===== config.mk =====
export PLATFORM = sky130hd
export DESIGN_NAME = mem_io_port
export DESIGN_NICKNAME = d
export VERILOG_FILES = /design/src/rtl/io_pkg.sv /design/src/rtl/io_fifo.sv /design/src/rtl/mem_io_port.sv
export SDC_FILE = /design/constraint.sdc
export NUM_CORES = 1
export LEC_CHECK = 0
export BUFFER_PORTS_ARGS = -buffer_cell sky130_fd_sc_hd__buf_4
export CAP_MARGIN = 15
export CELL_PAD_IN_SITES_DETAIL_PLACEMENT = 1
export CELL_PAD_IN_SITES_GLOBAL_PLACEMENT = 1
export CORE_MARGIN = 2
export CORE_UTILIZATION = 52
export CTS_BUF_LIST = sky130_fd_sc_hd__clkbuf_4
export CTS_CLUSTER_DIAMETER = 150
export DETAILED_ROUTE_END_ITERATION = 7
export MAX_ROUTING_LAYER = met4
export PLACE_DENSITY_LB_ADDON = 0.1
export SLEW_MARGIN = 20
export SYNTH_ARGS = -nofsm -noshare
export SYNTH_HDL_FRONTEND = slang
export SYNTH_HIERARCHICAL = 1
export SYNTH_SLANG_ARGS = --single-unit

===== constraint.sdc =====
create_clock -name clk -period 6.05 [get_ports clk]
set_input_delay 1.21 -clock clk [delete_from_list [all_inputs] [get_ports clk]]
set_output_delay 1.21 -clock clk [all_outputs]
set_load 0.005 [all_outputs]

===== src/rtl/io_pkg.sv =====
// io_pkg: shared types and constants for the memory-mapped I/O port.
//   IO_DATA_W    default data word width
//   out_state_e  output-side handshake FSM state
//   IO_IN_ADDR   data-memory address decoded into in_sig (CPU read)
//   IO_OUT_ADDR  data-memory address decoded into out_sig (CPU write)
package io_pkg;

    localparam int unsigned IO_DATA_W = 16;

    typedef enum logic {
        OUT_IDLE = 1'b0,
        OUT_BUSY = 1'b1
    } out_state_e;

    localparam logic [15:0] IO_IN_ADDR  = 16'h0400;
    localparam logic [15:0] IO_OUT_ADDR = 16'h0402;

endpackage


===== src/rtl/io_fifo.sv =====
// io_fifo: small synchronous FIFO with a combinational head word.
//   clk, reset        clock, asynchronous active-high reset (empties the FIFO)
//   push, push_data   write a word (ignored while full)
//   pop               drop the head word (ignored while empty)
//   head              word at the read pointer, valid while !empty
//   full, empty       derived from the registered occupancy count
// DEPTH must be a power of two so the pointers wrap naturally.
module io_fifo #(
    parameter int unsigned DATA_W = 16,
    parameter int unsigned DEPTH  = 4
) (
    input  logic              clk,
    input  logic              reset,
    input  logic              push,
    input  logic [DATA_W-1:0] push_data,
    input  logic              pop,
    output logic [DATA_W-1:0] head,
    output logic              full,
    output logic              empty
);

    localparam int unsigned PTR_W = $clog2(DEPTH);
    localparam int unsigned CNT_W = PTR_W + 1;

    logic [DATA_W-1:0] mem_q [DEPTH];
    logic [PTR_W-1:0]  wr_ptr_q;
    logic [PTR_W-1:0]  rd_ptr_q;
    logic [CNT_W-1:0]  count_q;
    logic              push_en;
    logic              pop_en;

    assign full    = (count_q == CNT_W'(DEPTH));
    assign empty   = (count_q == '0);
    assign push_en = push & ~full;
    assign pop_en  = pop & ~empty;
    assign head    = mem_q[rd_ptr_q];

    // Storage needs no reset: reset only has to clear the occupancy state.
    always_ff @(posedge clk) begin
        if (push_en) begin
            mem_q[wr_ptr_q] <= push_data;
        end
    end

    always_ff @(posedge clk or posedge reset) begin
        if (reset) begin
            wr_ptr_q <= '0;
            rd_ptr_q <= '0;
            count_q  <= '0;
        end else begin
            if (push_en) begin
                wr_ptr_q <= wr_ptr_q + 1'b1;
            end
            if (pop_en) begin
                rd_ptr_q <= rd_ptr_q + 1'b1;
            end
            if (push_en && !pop_en) begin
                count_q <= count_q + 1'b1;
            end else if (pop_en && !push_en) begin
                count_q <= count_q - 1'b1;
            end
        end
    end

endmodule


===== src/rtl/mem_io_port.sv =====
// mem_io_port: memory-mapped I/O endpoint driven by the data-memory decoder strobes.
//   clk, reset                  clock, asynchronous active-high reset
//   in_sig, rd_data             CPU read of the input port; rd_data is the FIFO head or 0
//   out_sig, wr_data            CPU write of the output port
//   stall                       hold the CPU, the access is retried next cycle
//   ext_in_data/valid/ready     producer side, buffered in an IN_DEPTH-word FIFO
//   ext_out_data/valid/ready    consumer side, one held word
//   io_err                      one-cycle pulse when a stalled access is aborted
// Optional feature: define IO_TIMEOUT_EN to abort any access stalled for TIMEOUT_CYC cycles.
// Without it io_err is tied low and a stall may last indefinitely.
module mem_io_port
    import io_pkg::*;
#(
    parameter int unsigned DATA_W      = IO_DATA_W,
    parameter int unsigned IN_DEPTH    = 4,
    parameter int unsigned TIMEOUT_CYC = 255
) (
    input  logic              clk,
    input  logic              reset,
    input  logic              in_sig,
    input  logic              out_sig,
    input  logic [DATA_W-1:0] wr_data,
    output logic [DATA_W-1:0] rd_data,
    output logic              stall,
    input  logic [DATA_W-1:0] ext_in_data,
    input  logic              ext_in_valid,
    output logic              ext_in_ready,
    output logic [DATA_W-1:0] ext_out_data,
    output logic              ext_out_valid,
    input  logic              ext_out_ready,
    output logic              io_err
);

    logic              fifo_full;
    logic              fifo_empty;
    logic [DATA_W-1:0] fifo_head;
    logic              fifo_push;
    logic              fifo_pop;

    logic              read_stall;
    logic              write_stall;
    logic              raw_stall;
    logic              abort;
    logic              wr_accept;

    out_state_e        out_state_q;
    logic [DATA_W-1:0] out_data_q;

    // ---------------- input side ----------------
    // Readiness comes from the registered count only, so a full FIFO refuses
    // a push even when the CPU pops in the same cycle.
    assign ext_in_ready = ~fifo_full;
    assign fifo_push    = ext_in_valid & ~fifo_full;

    // A simultaneous write wins: the read stalls and nothing is popped.
    assign fifo_pop = in_sig & ~out_sig & ~fifo_empty;
    assign rd_data  = fifo_pop ? fifo_head : '0;

    io_fifo #(
        .DATA_W (DATA_W),
        .DEPTH  (IN_DEPTH)
    ) u_in_fifo (
        .clk       (clk),
        .reset     (reset),
        .push      (fifo_push),
        .push_data (ext_in_data),
        .pop       (fifo_pop),
        .head      (fifo_head),
        .full      (fifo_full),
        .empty     (fifo_empty)
    );

    // ---------------- stall / abort ----------------
    assign read_stall  = in_sig & (out_sig | fifo_empty);
    assign write_stall = out_sig & (out_state_q == OUT_BUSY) & ~ext_out_ready;
    assign raw_stall   = read_stall | write_stall;
    assign stall       = raw_stall & ~abort;
    // An aborted write is dropped; the pending outgoing word is untouched.
    assign wr_accept   = out_sig & ~write_stall & ~abort;

`ifdef IO_TIMEOUT_EN
    localparam int unsigned TO_W = $clog2(TIMEOUT_CYC + 1);

    logic [TO_W-1:0] to_cnt_q;

    assign abort  = raw_stall & (to_cnt_q == TO_W'(TIMEOUT_CYC));
    assign io_err = abort;

    always_ff @(posedge clk or posedge reset) begin
        if (reset) begin
            to_cnt_q <= '0;
        end else if (!raw_stall || abort) begin
            to_cnt_q <= '0;
        end else begin
            to_cnt_q <= to_cnt_q + 1'b1;
        end
    end
`else
    logic unused_timeout;

    assign unused_timeout = |TIMEOUT_CYC;
    assign abort          = 1'b0;
    assign io_err         = 1'b0;
`endif

    // ---------------- output side ----------------
    assign ext_out_valid = (out_state_q == OUT_BUSY);
    assign ext_out_data  = out_data_q;

    always_ff @(posedge clk or posedge reset) begin
        if (reset) begin
            out_state_q <= OUT_IDLE;
            out_data_q  <= '0;
        end else begin
            unique case (out_state_q)
                OUT_IDLE: begin
                    if (wr_accept) begin
                        out_data_q  <= wr_data;
                        out_state_q <= OUT_BUSY;
                    end
                end
                OUT_BUSY: begin
                    // Held word leaves on ready; a write in the same cycle refills it.
                    if (ext_out_ready) begin
                        if (wr_accept) begin
                            out_data_q <= wr_data;
                        end else begin
                            out_state_q <= OUT_IDLE;
                        end
                    end
                end
                default: out_state_q <= OUT_IDLE;
            endcase
        end
    end

endmodule

# [After elaboration in Yosys (flattened, before gate mapping)]
# Memory sizes are Yosys's and may differ from the RTL's.
# Cells that the tools add are included.
[op_classes] addsub=4 n_eq_ne=2 muxes=11 bitwise=17 reduce_logical=6
[ops] op="$mux W16" count=3
[ops] op="$pmux W16 S2" count=1
[ops] op="$and A1 B1 Y1" count=9
[ops] op="$mux W3" count=2
[ops] op="$not A1 Y1" count=6
[ops] op="$add A2 B1 Y2 const B" count=2
[ops] op="$mux W1" count=4
[ops] op="$add A3 B1 Y3 const B" count=1
[ops] op="$eq A3 B3 Y1 const B" count=1
[ops] op="$logic_not A3 Y1" count=1
[ops] op="$sub A3 B1 Y3 const B" count=1
[ops] op="$logic_and A1 B1 Y1" count=2
[ops] op="$logic_not A1 Y1" count=2
[ops] op="$ne A2 B2 Y1 const B" count=1
[ops] op="$or A1 B1 Y1" count=2
[ops] op="$pmux W1 S2" count=1
[ops] op="$reduce_bool A2 Y1" count=1
[word_totals] ff_bits=24 ram_bits=64 elab_cells=46 n_memories=1
[memory_table] name="u_in_fifo.mem_q" words=4 width=16 rd=1 rd_ports_with_merged_regs=0 wr=1 line="io_fifo.sv:25" source="logic [DATA_W-1:0] mem_q [DEPTH];"

# [Longest topological paths before layout]
[depth] depth_word=8 ltp_mapped=10 ltp_nobuf=9

# [Modules after synthesis]
# The synthesis kept the hierarchy.
[by_module_without_submodules] mod="io_fifo" n_inst=1 cells_per_inst=120 area_each_um2=2796.4 seq_area_each_um2=2097.0
[by_module_without_submodules] mod="mem_io_port" n_inst=1 cells_per_inst=63 area_each_um2=838.3 seq_area_each_um2=425.4

# [Worst setup path after synthesis]
# OpenSTA, ideal clock, no wires.
[synth_path] path_type="input -> output" startpoint="input in_sig" endpoint="output rd_data[10]" t_arrival_ns=1.811 t_required_ns=4.840 setup_slack_ns=3.029 path_stages=4 path_buffers=1 cell_sequence="inv_1 > nor3_4 > buf_2 > and2_1"
[synth_between] elab_chain_len=3
[synth_lines] item="start, declared" line="mem_io_port.sv:20" source="input logic in_sig,"
[synth_lines] item="$and A1 B1 Y1 (2 in a row)" line="mem_io_port.sv:56" source="assign fifo_pop = in_sig & ~out_sig & ~fifo_empty;"
[synth_lines] item="named net fifo_pop" line="mem_io_port.sv:38" source="logic fifo_pop;"
[synth_lines] item="$mux W16" line="mem_io_port.sv:57" source="assign rd_data = fifo_pop ? fifo_head : '0;"
[synth_lines] item="end, declared" line="mem_io_port.sv:23" source="output logic [DATA_W-1:0] rd_data,"
# The timed path passes the listed nets, and every way through them passes these cells.

# [Worst setup path in the final report]
[layout_path] startpoint="input in_sig" endpoint="output rd_data[0]"
[layout_between] elab_chain_len=3
[layout_lines] item="$and A1 B1 Y1 (2 in a row)" line="mem_io_port.sv:56"
[layout_lines] item="$mux W16" line="mem_io_port.sv:57"
# Every way passes these cells.

==> impl_metrics.json <==
{
  "status": "finished, final reports clean",
  "synth-seq-area-share": 0.6940,
  "grt_pass1_wl_um": 10490,
  "slew_headroom": 0.4843,
  "postCtsSetupRepairBufs": 0,
  "fin_skew_ns": 0.01341,
  "numCtsBuffers": 9,
  "drv_cap": 0,
  "syn_area_per_cell_um2": 19.86,
  "clkPwrFrac": 0.212,
  "power_frac_seq": 0.523,
  "fin_crit_sh": 0.5794,
  "io_pins": 74,
  "drive_gt1_frac": 0.4677,
  "gp_routability_congestion": 0.6949,
  "clock_sinks": 88,
  "clkTransAtPathRegs_ns": 0.13,
  "end_kind": "output port",
  "drt_iter0_drc": 71,
  "routed_wl_um": 6537,
  "pwr-share-comb": 0.265,
  "grt_pass1_vias": 2064,
  "leakage_nw": 1.761,
  "hold_viol": 0,
  "layout_commonest_cell": "buf_4",
  "synth_cell_types": 28,
  "via_per_inst": 5.103,
  "synthesis.nets": 227,
  "netlist_area_um2": 3635,
  "cp.required_ns": 4.84,
  "cts_tree": "done",
  "slowest_stage": "nor3_4",
  "powerDensity_nw_per_um2": 389.9,
  "fp.dieH_um": 87.61,
  "synthToLayoutAreaGrowth_pct": 20.62,
  "rsz0062_at_grt": "false",
  "swShare": 0.2824,
  "p_int_mw": 1.227,
  "cp_slowest_stage_delay_ns": 0.57,
  "netlist_instances": 183,
  "antenna_found_initial": 0,
  "path_class": "input port to output port",
  "hold_path_class": "flop to flop",
  "core_um2": 6794,
  "power.switching_mw": 0.4828,
  "critical_path_arrival_ns": 2.30,
  "path_cells": "buf_4 -> inv_1 -> nor3_4 -> and2_1 -> buf_4",
  "dieArea_um2": 7675,
  "drv_slew": 0,
  "cts_hold_buffers": 0,
  "most-common-layout-cells": "buf_4 (72), edfxtp_1 (64), dfrtp_1 (23)",
  "firstDrtPassIters": 4,
  "setup_violations": 0,
  "start_util": 0.5350,
  "clk_latency_ns": 0.42,
  "path_common_cell": "buf_4",
  "grt_use_total": 0.1940,
  "cts_max_level": 3,
  "period_needed_ns": 3.505,
  "post-dp-hpwl_um": 4417,
  "drc_errors": 0,
  "vias": 1832,
  "fmax_ghz": 0.2853,
  "row_count": 30,
  "io_buffers": 72,
  "die_w_um": 87.61,
  "tightest_slew_ns": 0.7736,
  "antenna_left": 0,
  "diodes": 0,
  "clk_path_buf_depth": 2,
  "ir_worst_vdd_mv": 0.2054,
  "root_buffer": "clkbuf_4",
  "synth_seq_cells": 88,
  "critPathLaunchType": "input port",
  "ys_warn_count": 6,
  "grt_max_degree": 19,
  "wire_per_inst_um": 18.21,
  "ctsResizeCount": 0,
  "whs_ns": 0.4991,
  "nets": 302,
  "path_max_fanout": 18,
  "grt.overflow.total": 0,
  "tns_ns": 0
}
==> final cells by class <==
| class | instances | area (um^2) |
|---|---|---|
| fillers | 598 | 2410 |
| inverters | 7 | 26.28 |
| clock inverters | 7 | 96.34 |
| repair buffers | 72 | 540.5 |
| flip-flops and latches | 88 | 2524 |
| multi-input cells | 80 | 1010 |
| clock buffers | 9 | 67.56 |
| well taps | 96 | 120.1 |
==> cell families after synthesis <==
family / Yosys count / synth area share
multiplexers: 34 / 0.1745
adder cells (fa/ha/maj): 6 / 0.02272
AND/OR/NAND/NOR: 31 / 0.06231
flip-flops: 88 / 0.6940
other: 1 / 0.001032
XOR/XNOR: 6 / 0.01446
buffers and inverters: 15 / 0.02823
AO/OA/AOI/OAI: 2 / 0.002754
==> per-stage QoR <==
step / std cells / total power [mW] / cell area, um^2 / setup WS [ns] / utilization
after floorplan: 183 / 1.212 / 3635 / 3.029 / -
after global placement: 343 / 1.342 / 4219 / 2.611 / 0.6210
after detailed placement: 343 / 1.368 / 4219 / 2.551 / 0.6210
after CTS: 359 / 1.734 / 4383 / 2.279 / 0.6451
after global routing: 359 / 1.807 / 4384 / 2.393 / 0.6453
final: 359 / 1.709 / 4384 / 2.545 / 0.6453
==> final timing paths <==
check / to / slack, ns / cells after the start / startpoint
hold reg to reg: u_in_fifo/count_q[2] / 0.50 / 1 / u_in_fifo/count_q[2]
hold / removal: u_in_fifo/count_q[2] / 0.50 / 1 / u_in_fifo/count_q[2]
min in group asynchronous: u_in_fifo/count_q[0] / 0.73 / 2 / reset
setup reg to reg: u_in_fifo/count_q[2] / 3.54 / 9 / u_in_fifo/count_q[0]
max in group asynchronous: ext_out_data[5] / 4.78 / 2 / reset
setup / recovery: rd_data[0] / 2.54 / 5 / in_sig
==> cell usage after synthesis, drive strengths merged <==
cell type / number / area [um^2]
conb: 1 / 3.750
fa: 1 / 20.02
and2: 20 / 130.1
nand3b: 1 / 7.510
mux2: 18 / 244.0
ha: 5 / 62.56
nor3b: 1 / 18.77
edfxtp: 64 / 1922
mux4: 16 / 390.4
inv: 7 / 26.28
nand2b: 3 / 18.77
xor2: 2 / 17.52
nor2b: 2 / 15.02
nor3: 2 / 21.27
a21oi: 2 / 10.01
dfrtp: 24 / 600.6
nand2: 1 / 11.26
xnor2: 4 / 35.03
buf: 8 / 76.32
nor2: 1 / 3.750
==> routing by layer <==
metal	part of all wire	GRT usage	routed length [um]	vias up
met5	0	-	0	-
met4	0.013	0.08811	84	0
met3	0.061	0.05844	398	8
met2	0.51	0.3037	3356	69
met1	0.41	0.2334	2697	919
li1	-	-	-	836
==> worst max-delay path, delay by kind of cell <==
kind	cells	cell delay, ns
and+or+nand+nor	2	0.80
buffers and inverters	3	0.27
==> power groups by stage <==
stage	logic [mW]	registers [mW]	clock network, mW
CTS	0.463	0.897	0.374
global placement	0.441	0.901	0
detailed placement	0.458	0.909	0
finish	0.453	0.894	0.362
global route	0.496	0.915	0.396
floorplan	0.373	0.839	0
==> state kept, by name, indices dropped and copies added, names as in the netlist <==
| name | count |
|---|---|
| u_in_fifo/count_q | 3 |
| u_in_fifo/rd_ptr_q | 2 |
| ext_out_valid | 1 |
| u_in_fifo/mem_q | 64 |
| u_in_fifo/wr_ptr_q | 2 |
| ext_out_data | 16 |
(Power assumes the default switching activity.)
